## config.mk

```make
export PLATFORM = sky130hd
export DESIGN_NAME = spw_monitor_pio_edge
export DESIGN_NICKNAME = d
export VERILOG_FILES = /design/src/rtl/spw_monitor_pkg.sv /design/src/rtl/spw_sync_bus.sv /design/src/rtl/spw_monitor_pio_edge.sv
export SDC_FILE = /design/constraint.sdc
export NUM_CORES = 1
export LEC_CHECK = 0
export CORE_MARGIN = 5
export CORE_UTILIZATION = 48
export DETAILED_ROUTE_END_ITERATION = 7
export PLACE_DENSITY = 0.78
export SETUP_SLACK_MARGIN = 0.1
export SYNTH_ARGS = -nofsm -noshare
export SYNTH_HDL_FRONTEND = slang
export SYNTH_SLANG_ARGS = --single-unit
```

## constraint.sdc

```tcl
create_clock -name clk -period 2 [get_ports clk]
set_input_delay 0.4 -clock clk [delete_from_list [all_inputs] [get_ports clk]]
set_output_delay 0.4 -clock clk [all_outputs]
set_load 0.005 [all_outputs]
```

## src/rtl/spw_monitor_pkg.sv

```systemverilog
// Shared constants for the SpaceWire link-monitor register blocks.
// Covers the register word addresses and the edge-capture mode selectors.
package spw_monitor_pkg;

    localparam logic [1:0] ADDR_DATA = 2'd0;
    localparam logic [1:0] ADDR_CNT  = 2'd1;
    localparam logic [1:0] ADDR_MASK = 2'd2;
    localparam logic [1:0] ADDR_EDGE = 2'd3;

    localparam int EDGE_RISE = 0;
    localparam int EDGE_FALL = 1;
    localparam int EDGE_ANY  = 2;

endpackage

```

## src/rtl/spw_sync_bus.sv

```systemverilog
// Multi-flop synchroniser for a status bus that may arrive asynchronously.
// Setting STAGES to 0 turns it into a plain wire.
module spw_sync_bus #(
    parameter int WIDTH  = 14,
    parameter int STAGES = 2
) (
    input  logic             clk,
    input  logic             reset,
    input  logic [WIDTH-1:0] i_data,
    output logic [WIDTH-1:0] o_data
);

    generate
        if (STAGES == 0) begin : g_bypass
            assign o_data = i_data;
        end else begin : g_chain
            logic [WIDTH-1:0] r_stage [STAGES];

            always_ff @(posedge clk) begin
                if (reset) begin
                    for (int k = 0; k < STAGES; k++) begin
                        r_stage[k] <= '0;
                    end
                end else begin
                    r_stage[0] <= i_data;
                    for (int k = 1; k < STAGES; k++) begin
                        r_stage[k] <= r_stage[k-1];
                    end
                end
            end

            assign o_data = r_stage[STAGES-1];
        end
    endgenerate

endmodule

```

## src/rtl/spw_monitor_pio_edge.sv

```systemverilog
// Avalon-MM monitor port for the SpaceWire link status bus: edge capture,
// interrupt mask, saturating change counter and registered read-back.
module spw_monitor_pio_edge
    import spw_monitor_pkg::*;
#(
    parameter int WIDTH       = 14,
    parameter int SYNC_STAGES = 2,
    parameter int EDGE_MODE   = 2,
    parameter int CNT_WIDTH   = 16
) (
    input  logic             clk,
    input  logic             reset,
    input  logic [1:0]       address,
    input  logic             chipselect,
    input  logic             write_n,
    input  logic [31:0]      writedata,
    output logic [31:0]      readdata,
    input  logic [WIDTH-1:0] in_port,
    output logic             irq
);

    logic [WIDTH-1:0]     w_data_s;
    logic [WIDTH-1:0]     w_rise;
    logic [WIDTH-1:0]     w_fall;
    logic [WIDTH-1:0]     w_ev;
    logic [WIDTH-1:0]     w_clr;
    logic                 w_wr;
    logic [31:0]          w_mux;
    logic                 w_unused_wdata;

    logic [WIDTH-1:0]     r_prev;
    logic [WIDTH-1:0]     r_edge;
    logic [WIDTH-1:0]     r_mask;
    logic [CNT_WIDTH-1:0] r_cnt;
    logic [31:0]          r_readdata;
    logic                 r_irq;

    spw_sync_bus #(
        .WIDTH  (WIDTH),
        .STAGES (SYNC_STAGES)
    ) u_sync (
        .clk    (clk),
        .reset  (reset),
        .i_data (in_port),
        .o_data (w_data_s)
    );

    assign w_wr           = chipselect & ~write_n;
    assign w_rise         = w_data_s & ~r_prev;
    assign w_fall         = ~w_data_s & r_prev;
    assign w_clr          = (w_wr && address == ADDR_EDGE) ? writedata[WIDTH-1:0] : '0;
    assign w_unused_wdata = ^writedata;

    always_comb begin
        if (EDGE_MODE == EDGE_RISE) begin
            w_ev = w_rise;
        end else if (EDGE_MODE == EDGE_FALL) begin
            w_ev = w_fall;
        end else begin
            w_ev = w_rise | w_fall;
        end
    end

    always_comb begin
        w_mux = '0;
        case (address)
            ADDR_DATA: w_mux[WIDTH-1:0]     = w_data_s;
            ADDR_CNT:  w_mux[CNT_WIDTH-1:0] = r_cnt;
            ADDR_MASK: w_mux[WIDTH-1:0]     = r_mask;
            default:   w_mux[WIDTH-1:0]     = r_edge;
        endcase
    end

    // A new event outranks a same-cycle clear; a counter clear outranks a same-cycle change.
    always_ff @(posedge clk) begin
        if (reset) begin
            r_prev     <= '0;
            r_edge     <= '0;
            r_mask     <= '0;
            r_cnt      <= '0;
            r_readdata <= '0;
            r_irq      <= 1'b0;
        end else begin
            r_prev     <= w_data_s;
            r_edge     <= w_ev | (r_edge & ~w_clr);
            r_readdata <= w_mux;
            r_irq      <= |(r_edge & r_mask);
            if (w_wr && address == ADDR_MASK) begin
                r_mask <= writedata[WIDTH-1:0];
            end
            if (w_wr && address == ADDR_CNT) begin
                r_cnt <= '0;
            end else if (w_data_s != r_prev && r_cnt != {CNT_WIDTH{1'b1}}) begin
                r_cnt <= r_cnt + 1'b1;
            end
        end
    end

    assign readdata = r_readdata;
    assign irq      = r_irq;

endmodule

```

# After elaboration in Yosys (flattened, before gate mapping)
# Memory sizes are Yosys's and may differ from the RTL's.
# Index checks and enable logic that the tools add are counted.
# totals
reg_bits	91
mem_count	1
mem_bits_rw	28
input_bits	52
wordCells	44
output_inout_bits	33
# memory_table
name	depth	width	read_ports	rd_ports_with_merged_regs	write_ports	line_no	source
u_sync.g_chain.r_stage	2	14	2	0	2	spw_sync_bus.sv:17	logic [WIDTH-1:0] r_stage [STAGES];
# op_classes
bitwise	14
n_eq_ne	5
n_reduce_logical	8
addsub	1
muxes	7
# op_table
op	n
AND 14 bit	4
two-way mux 14 bit	3
inverter 14 bit	3
one-hot mux 14 bit (3 select lines)	1
bitwise OR 14 bit	2
adder 16 x 1 -> 16 bit, second input constant	1
inequality test 16 bit, second input constant	1
inequality test 14 bit	1
OR reduction 14 bit	1
== test 2 bit, second input constant	2
logical AND 1 bit	4
OR reduction 2 bit	2
two-way mux 1 bit	3
== test 2 x 1 -> 1 bit, second input constant	1
logical NOT 2 bit	1
inverter 1 bit	2
bitwise OR 1 bit	2
AND 1 bit	1

# Depth between registers and ports, before layout
# Gate-level depths: netlist (run 1).
# logic_depth
word_depth	7
ltp_mapped	8
ltp_nobuf	7

# Hierarchy
# From an unflattened synthesis (run 1), not the netlist that was laid out.
# unflattened
cells_unflattened	426
hier_area_um2	4251.6
# modules_own_cells
mod	n_inst	area_per_inst_um2	cells_per_inst	seq_area_each_um2
spw_monitor_pio_edge	1	3368.2	354	1501.4
spw_sync_bus	1	883.3	72	560.5

# Least setup slack after synthesis (run 1)
# OpenSTA, ideal clock, no wires.
# synth_path
path_kind	register to register
from	register r_cnt[0]
to	register r_cnt[9]
required_ns	1.933
synth_period_minus_slack_ns	1.702
path_stages_with_launch	9
slack_ns	0.298
arrival_time_ns	1.635
n_path_buf	1
setup_ns	0.067
cell_sequence	dfxtp_1 ha_1 nand4_1 nor2_1 nand2_1 o21ai_2 buf_4 or3_1 a21oi_2
# synth_between
elab_chain_cells	2
# synth_rtl
item	line_no	source
start: declaration	spw_monitor_pio_edge.sv:34	logic [CNT_WIDTH-1:0] r_cnt;
start signal: assignment	spw_monitor_pio_edge.sv:94	r_cnt <= r_cnt + 1'b1;
branches (longest 2 deep; another with adder 16 x 1 -> 16 bit)	-	
# Several ways; the timed one is not identified.
# A chain may end at the register's enable or synchronous reset.

==> results by stage, run 1 <==
Run status:
- The run finished with clean final reports.

Timing:
- The worst hold margin is just over 0.4 ns.
- Setup repair after global routing could not meet its margin everywhere.
- The period utilization is 0.922.
- The number of pins with negative max-slew slack in the final report was 0.
- The minimum clock period is between 1.5 and 2 ns.
- Setup violations remaining at the end of the flow were counted as 0.
- Across the routed clock network, the largest skew measured is between 0.004 and 0.005 ns.
- The number of hold-slack violations in the final timing report is 0.
- Timing would allow up to 542 MHz.

GRT:
- After global routing the overflow that remains totals 0.
- The first global-routing pass estimated 13.4 mm of wire.
- The via count of the first global-routing pass is approximately 2900.
- The number of antenna violations at the first check in global routing is 0.
- In the global route stage, overall resource usage came out at 0.166.
- The maximum number of pins on one net before global-route repair is a little under 80.

Clock network:
- The maximum number of buffers from clock root to sink is 2.
- The H-tree was split into 3 levels.
- The cell sitting at the root of the clock tree is a clkbuf_8.
- The source-to-sink clock delay at the later pin of the worst-skew pair is between 0.3 and 0.4 ns.
- TritonCTS built the clock tree.
- The clock transition time at the flip-flop clock pins of the worst setup and hold paths is around 0.090 ns.
- The clock sink count is about 100.
- Buffers inserted during clock tree synthesis total 9.

Power and ir drop:
- The proportion of power drawn by combinational gates is 0.105.
- The power density of the placed cells is 767 mW/mm².
- The share of total power dissipated in the clock network is 0.322.
- Of the total power, the share spent switching nets is 0.235.
- In this run the static leakage power is around 0.0018 µW.
- The cell-internal power is approximately 2900 µW.
- The power share of the sequential group is 0.572.
- After layout, the design draws a total of roughly 3800 µW.
- The switching power summed over all nets is 899 µW.
- VDD sags by at most between 0.4 and 0.5 mV.

Routing:
- The first routing iteration left about 200 violations.
- The final routed DRC violation total is 0.
- The first detailed-routing pass took 5 iterations.
- Wires add up to 8.21 mm.
- The per-cell via count in the routed design is ~5.2.
- The number of antenna-violating nets in the routed design is 0.
- The vias after detailed routing is 3037.
- Dividing the detail-routed wire length by the instance count gives 14.1 µm.

Finish:
- The area of all placed cells without fillers is ~0.005 mm².
- Measured on the finished design, the core utilization comes to 0.604.
- The share of final-layout standard cells stronger than drive strength 1 is 0.149.
- The final layout net count is approximately 530.
- Excluding fillers, the count of instances in the completed layout stands at between 500 and 600.
- The repair_antennas step left the layout with diodes totalling 0.
- The layout overhead on the synthesized area is 22.2%.

Yosys:
- The async set-or-reset flop fraction in the synthesized netlist is 0.
- The flip-flop cell with the highest count after synthesis is dfxtp_1.
- The leading area contributor after synthesis is dfxtp_1.
- After synthesis, the cell types taking the most area are dfxtp_1 51%, nor2b_1 8.9%, mux4_2 7.7%.
- For this run, the number of Yosys warnings is 0.
- By count the netlist is led by 103 x dfxtp_1, 64 x nand2_1, 58 x nor2b_1.
- The number of storage elements in the synthesis netlist is 103.
- The share of the synthesized area in the top cell type is 0.505.
- Yosys mapped the design onto a little under 50 distinct sky130hd cell types.
- Counting every instance in the synthesized netlist gives between 400 and 500.
- In the post-synthesis netlist, the cell with the most instances is dfxtp_1.
- The synthesized design contains 0 enable-type register cells.
- The share of the Yosys chip area taken by registers is 0.505.
- A synthesized cell averages 9.88 µm².
- The cell area after synthesis is around 0.004 mm².

Hold path:
- The end point of the worst hold path is readdata[4]$_SDFF_PP0_.
- The number of stages on the worst hold path is 2.
- The startpoint identified for the worst hold timing path is reset.
- The tightest min-delay check is of the input port to flip-flop type.

Setup path:
- The endpoint kind of the worst setup timing path is a flip-flop.
- At the worst endpoint, the arrival time is ~2.1 ns.
- The critical register-to-register path endpoint is r_cnt[6]$_SDFFE_PP0P_.
- The worst setup path is launched from a flip-flop.
- The cell depth of the worst flop-to-flop path is 6.
- The register-to-register setup slack is ~0.16 ns.
- The category of the critical setup timing path is flip-flop to flip-flop.
- The worst flop-to-flop path startpoint is u_sync.g_chain.r_stage[0][27]$_SDFF_PP0_.
- The required arrival time at the worst endpoint is about 2.3 ns.
- The largest driver fanout on the critical path is 7.

Place:
- The number of placed instances, taps included, is between 500 and 600.
- At the end of routability-driven placement, the weighted congestion stood at around 0.84.
- Detailed placement ended at an HPWL of roughly 6.1 mm.
- The cell area after placement is 0.00472 mm².
- The number of buffer cells added on primary ports is 50.

Floorplanning:
- In this run the vertical extent of the chip is ~100 µm.
- The starting density of the core is 0.494.
- The die is 102 µm wide.
- Pin placement for this block handled 85 I/O pins.
- The number of rows created at floorplan is 33.
- The placeable core region is about 0.0083 mm².
- The die covers 0.0104 mm².

Run:
- Across the run, the number of max-cap violations was 0.
## power by group through the flow
stage | registers [µW] | logic, µW | clock network [µW]
after CTS | 2190 | 383 | 1280
after detailed placement | 2230 | 381 | 0
after floorplan | 2220 | 249 | 0
final | 2190 | 402 | 1230
after global placement | 2230 | 370 | 0
after global routing | 2200 | 439 | 1390
## timing repair
item / CTS / global route
buffers inserted: 0 / 2
pin swaps: 0 / 2
gates resized for setup: 2 / 11
hold buffers: 0 / 0
gates cloned: 0 / 0
setup endpoints to repair: 1 / 16
## sequential cells by signal (all words and copies together) (netlist names)
signal	cells
irq	1
r_cnt	16
r_edge	14
r_mask	14
r_prev	14
readdata	16
u_sync.g_chain.r_stage	28
## final cells by class
cell class	instances	area [µm²]
Fill cell	671	3270
Sequential cell	103	2070
Multi-Input combinational cell	284	1910
Timing Repair Buffer	70	674
Tap cell	105	131
Clock buffer	10	128
Clock inverter	6	61.3
Inverter	4	15.0
## kinds of logic (layout without fill, tap and decap cells)
family	Yosys count	in the layout	synth area share
muxes	16	16	0.0822
DFF	103	103	0.505
AOI/OAI and AO/OA	64	64	0.101
other	1	16	0.000919
xor gates and xnor gates	17	17	0.0365
adders and majority gates	1	1	0.00307
buffers and inverters	41	90	0.0546
and+or+nand+nor	170	170	0.216
## routing by layer
layer / routed length, µm / part of all wire / track usage / up-vias
met2: 4040 / 0.49 / 0.273 / 117
met1: 3460 / 0.42 / 0.205 / 1405
met4: 197 / 0.024 / 0.0646 / 0
li1: - / - / - / 1495
met3: 512 / 0.062 / 0.0526 / 20
met5: 0 / 0 / 0 / -
## layout by cell type (no fill, tap or decap), types with 9 or more instances in the layout
| cell | n |
|---|---|
| dfxtp_1 | 99 |
| nand2_1 | 64 |
| nor2b_1 | 58 |
| clkdlybuf4s50_1 | 49 |
| a21oi_1 | 35 |
| buf_4 | 17 |
| conb_1 | 16 |
| nor2_1 | 15 |
| mux4_2 | 14 |
| clkbuf_8 | 9 |
## worst max path at each step
stage                                        startpoint                endpoint  cells past startpoint
2_1_floorplan                     r_cnt[0]$_SDFFE_PP0P_   r_cnt[9]$_SDFFE_PP0P_                      8
3_3_place_gp                                 address[0]  r_cnt[10]$_SDFFE_PP0P_                      5
3_5_place_dp                                 address[0]  r_cnt[10]$_SDFFE_PP0P_                      5
4_1_cts        u_sync.g_chain.r_stage[0][23]$_SDFF_PP0_  r_cnt[11]$_SDFFE_PP0P_                      7
5_1_grt        u_sync.g_chain.r_stage[0][19]$_SDFF_PP0_   r_cnt[6]$_SDFFE_PP0P_                      6
6_report       u_sync.g_chain.r_stage[0][27]$_SDFF_PP0_   r_cnt[6]$_SDFFE_PP0P_                      6
## stage by stage
step / setup slack [ns] / TNS [ns]
after floorplan: 0.298 / 0
after global placement: -0.00301 / -0.00834
after detailed placement: -0.0265 / -0.0265
after CTS: 0.121 / 0
after global routing: 0.0661 / 0
final: 0.156 / 0
## worst max-delay path: stages (launching register included)
cell	delay, ns
dfxtp_1	0.41
xnor2_1	0.11
and4_1	0.23
and3_1	0.26
a21boi_2	0.39
a21oi_1	0.12
a31o_2	0.23
(Power assumes the default switching activity.)
==> inputs of run 2 (changes only) <==
Settings changed: CORE_UTILIZATION 48 to 40, PLACE_DENSITY 0.78 to 0.67.
==> run 2 against run 1 <==
  * Setup slack better by 0.0030 ns
  * Combinational power hardly changed
  * Die area is 18% higher
  * Design area is 2.5% higher
  * Clock skew is 0.0036 ns higher
  * Fmax is 0.17% higher
  * Sequential cell count stayed put
  * Sequential power hardly changed
  * Register-to-register slack hardly changed
  * Core utilization is 8.6 points lower
  * Worst hold slack better by 0.016 ns
  * First-iteration DRC count is 39% lower
  * Largest power group unchanged
  * Highest routed layer unchanged
==> results by stage, run 2 (synthesis results as in run 1) <==
Finish:
- After filler insertion, the fill cell instance count of the layout stands at 886.
- Of the cells placed in the final design, the portion with a size suffix greater than 1 is 0.158.
- The layout overhead on the synthesized area is 25.2%.
- Ranked by flip-flop count, first place goes to u_sync.g_chain.r_stage.
- 0 antenna diodes ended up in the layout.
- The top cell types in the final layout, fill and taps aside, are 97 x dfxtp_1, 63 x nand2_1, 58 x nor2b_1, 49 x clkdlybuf4s50_1, 35 x a21oi_1.
- The most frequent standard cell in the layout excluding fill and tap cells is dfxtp_1.
- The final layout net count is 523.
- The core utilization of the finished layout is 0.518.
- The register with the most flip-flops in the layout has 28 of them.

Timing:
- Timing would allow up to between 500 and 600 MHz.
- The setup skew after layout is 0.00852 ns.
- The remaining max-slew budget at the tightest pin is 0.625.
- The number of hold-slack violations in the final timing report is 0.
- The clock period could shrink to 1.84 ns.
- At the pin with the least slew margin, the transition time is about 0.56 ns.
- The number of setup violations in the final report is 0.
- The number of pins with negative max-slew slack in the final report is 0.
- Setup repair after global routing left no endpoint under its margin.
- Final hold analysis gives a worst-case slack of 0.419 ns.
- The worst path meets setup with approximately 0.16 ns of slack.
- Dividing the final minimum period by the clock period gives 0.920.

GRT:
- The via count of the first global-routing pass is roughly 2700.
- The number of antenna violations at the first check in global routing is 0.
- In the global route stage, overall resource usage came out at 0.136.
- Entering global routing, the biggest net connects slightly below 80 pins.
- The wire length of the first global-routing pass is between 10 and 15 mm.
- After global routing the overflow that remains totals 0.

Setup path:
- The required arrival time at the worst endpoint is 2.29 ns.
- The slowest stage of the critical path is the or4_1 cell.
- The worst setup path is captured at a flip-flop.
- The critical path in this run is classified as flip-flop to flip-flop.
- The critical path starts at u_sync.g_chain.r_stage[0][22]$_SDFF_PP0_.
- At the worst endpoint, the arrival time is approximately 2.1 ns.
- The worst register-to-register path begins at u_sync.g_chain.r_stage[0][22]$_SDFF_PP0_.
- The endpoint of the most critical setup path is r_cnt[10]$_SDFFE_PP0P_.
- The cell depth of the worst flop-to-flop path is 7.
- The nature of the critical path startpoint is a flip-flop.
- Along the worst path, the maximum fanout reaches 12.
- In this run the critical register-to-register path is captured at r_cnt[10]$_SDFFE_PP0P_.
- Walking the worst path, the cells encountered are xnor2_1 -> and4_1 -> nand3_1 -> o21ai_4 -> buf_12 -> or4_1 -> o21ai_1.
- Across all register-to-register paths, the minimum setup slack is roughly 0.16 ns.
- The longest individual stage delay on the worst path is about 0.46 ns.

Clock network:
- The clock tree synthesis step divided the H-tree into 3 levels.
- The maximum number of buffers from clock root to sink is 2.
- Clock latency on the worst-skew pair, taken at its later pin, is between 0.3 and 0.4 ns.
- The total of hold buffers inserted after clock tree synthesis is 0.
- The total setup buffers inserted after CTS is 0.
- The clock tree root buffer cell is clkbuf_8.
- The clock tree from TritonCTS is built.
- The TritonCTS buffer count is 9.
- The clock sink count is just over 100.
- The clock transition time at the flip-flop clock pins of the worst setup and hold paths is 0.10 ns.

Floorplanning:
- The die covers approximately 0.012 mm².
- The chip width is approximately 110 µm.
- The number of I/O pins is 85.
- In this run the standard cell core region covers roughly 0.0099 mm².
- For this configuration, the core starts out at a cell density of 0.414.
- The floorplan has 36 rows.
- In this run the vertical extent of the chip is between 100 and 150 µm.

Routing:
- For this block, the routed nets add up to 8.36 mm of wire.
- The final routed DRC violation total is 0.
- In the final routed layout, each cell accounts on average for 13.8 µm.
- In this run the remaining antenna-violating nets after routing total 0.
- The detailed router finished its first iteration with approximately 120 violations.
- For this run, the detailed router's first-pass iteration total came to 4.
- After detailed routing, the number of vias per cell comes to about 4.7.
- The vias after detailed routing is ~2900.

Place:
- The half-perimeter wire length of the detailed placement result is 6.30 mm.
- The number of buffer cells added on primary ports is 50.
- The worst slack after detailed placement is -0.233 ns.
- The global placement routability congestion is ~0.88.

Power and ir drop:
- The largest vdd supply drop is around 0.36 mV.
- The power density of the placed cells is roughly 800 mW/mm².
- Power comes to between 4000 and 5000 µW.
- The static leakage power is between 0.0015 and 0.002 µW.

Run:
- Max-cap violations in this run came to 0.

Run status:
- The run finished with clean final reports.

Hold path:
- The worst hold path belongs to the class input port to flip-flop.
- The number of stages on the worst hold path is 2.
run 2: timing repair:
action / 4_1_cts / 5_1_grt
pin swaps: 0 / 0
hold endpoints to repair: 0 / 0
setup endpoints to repair: 2 / 26
gates resized for setup: 3 / 17
run 2: where the power goes:
group | internal [µW] | switching, µW
sequential | 2130 | 58.9
combinational | 224 | 180
clock | 836 | 719
total | 3190 | 958
run 2: critical path, delay by kind of cell, from the launching register on:
family          cells  cell delay [ns]
xor+xnor            1             0.13
compound gates      2             0.20
buf+inv             1             0.15
simple gates        3             0.92
flops               1             0.40
run 2: area by class of cell:
class | instances | area, µm² | share of cell area
Inverter | 4 | 15.0 | 0.00294
Clock buffer | 9 | 124 | 0.0242
Timing Repair Buffer | 68 | 668 | 0.131
Tap cell | 133 | 166 | 0.0326
Clock inverter | 7 | 120 | 0.0235
Sequential cell | 103 | 2070 | 0.405
Multi-Input combinational cell | 284 | 1940 | 0.381
run 2: metrics by stage:
| stage | area [µm²] | setup TNS [ns] | std cells |
|---|---|---|---|
| after floorplan | 4140 | 0 | 428 |
| after global placement | 4760 | -2.63 | 592 |
| after detailed placement | 4760 | -2.91 | 592 |
| after CTS | 5020 | 0 | 608 |
| after global routing | 5110 | 0 | 608 |
| final | 5110 | 0 | 608 |
run 2: worst min-delay path by stage:
stage | startpoint | endpoint | slack, ns
global route | reset | readdata[10]$_SDFF_PP0_ | 0.41
floorplan | u_sync.g_chain.r_stage[0][0]$_SDFF_PP0_ | u_sync.g_chain.r_stage[0][14]$_SDFF_PP0_ | 0.41
CTS | reset | readdata[10]$_SDFF_PP0_ | 0.41
detailed placement | u_sync.g_chain.r_stage[0][0]$_SDFF_PP0_ | u_sync.g_chain.r_stage[0][14]$_SDFF_PP0_ | 0.42
global placement | u_sync.g_chain.r_stage[0][3]$_SDFF_PP0_ | u_sync.g_chain.r_stage[0][17]$_SDFF_PP0_ | 0.42
finish | reset | readdata[7]$_SDFF_PP0_ | 0.42
run 2: routing by layer:
layer  wire (µm)  vias up  GRT usage
met2        4090       77      0.229
met3         516        8     0.0317
met5           0        -          0
met1        3630     1304      0.171
met4         129        0     0.0476
li1            -     1489          -
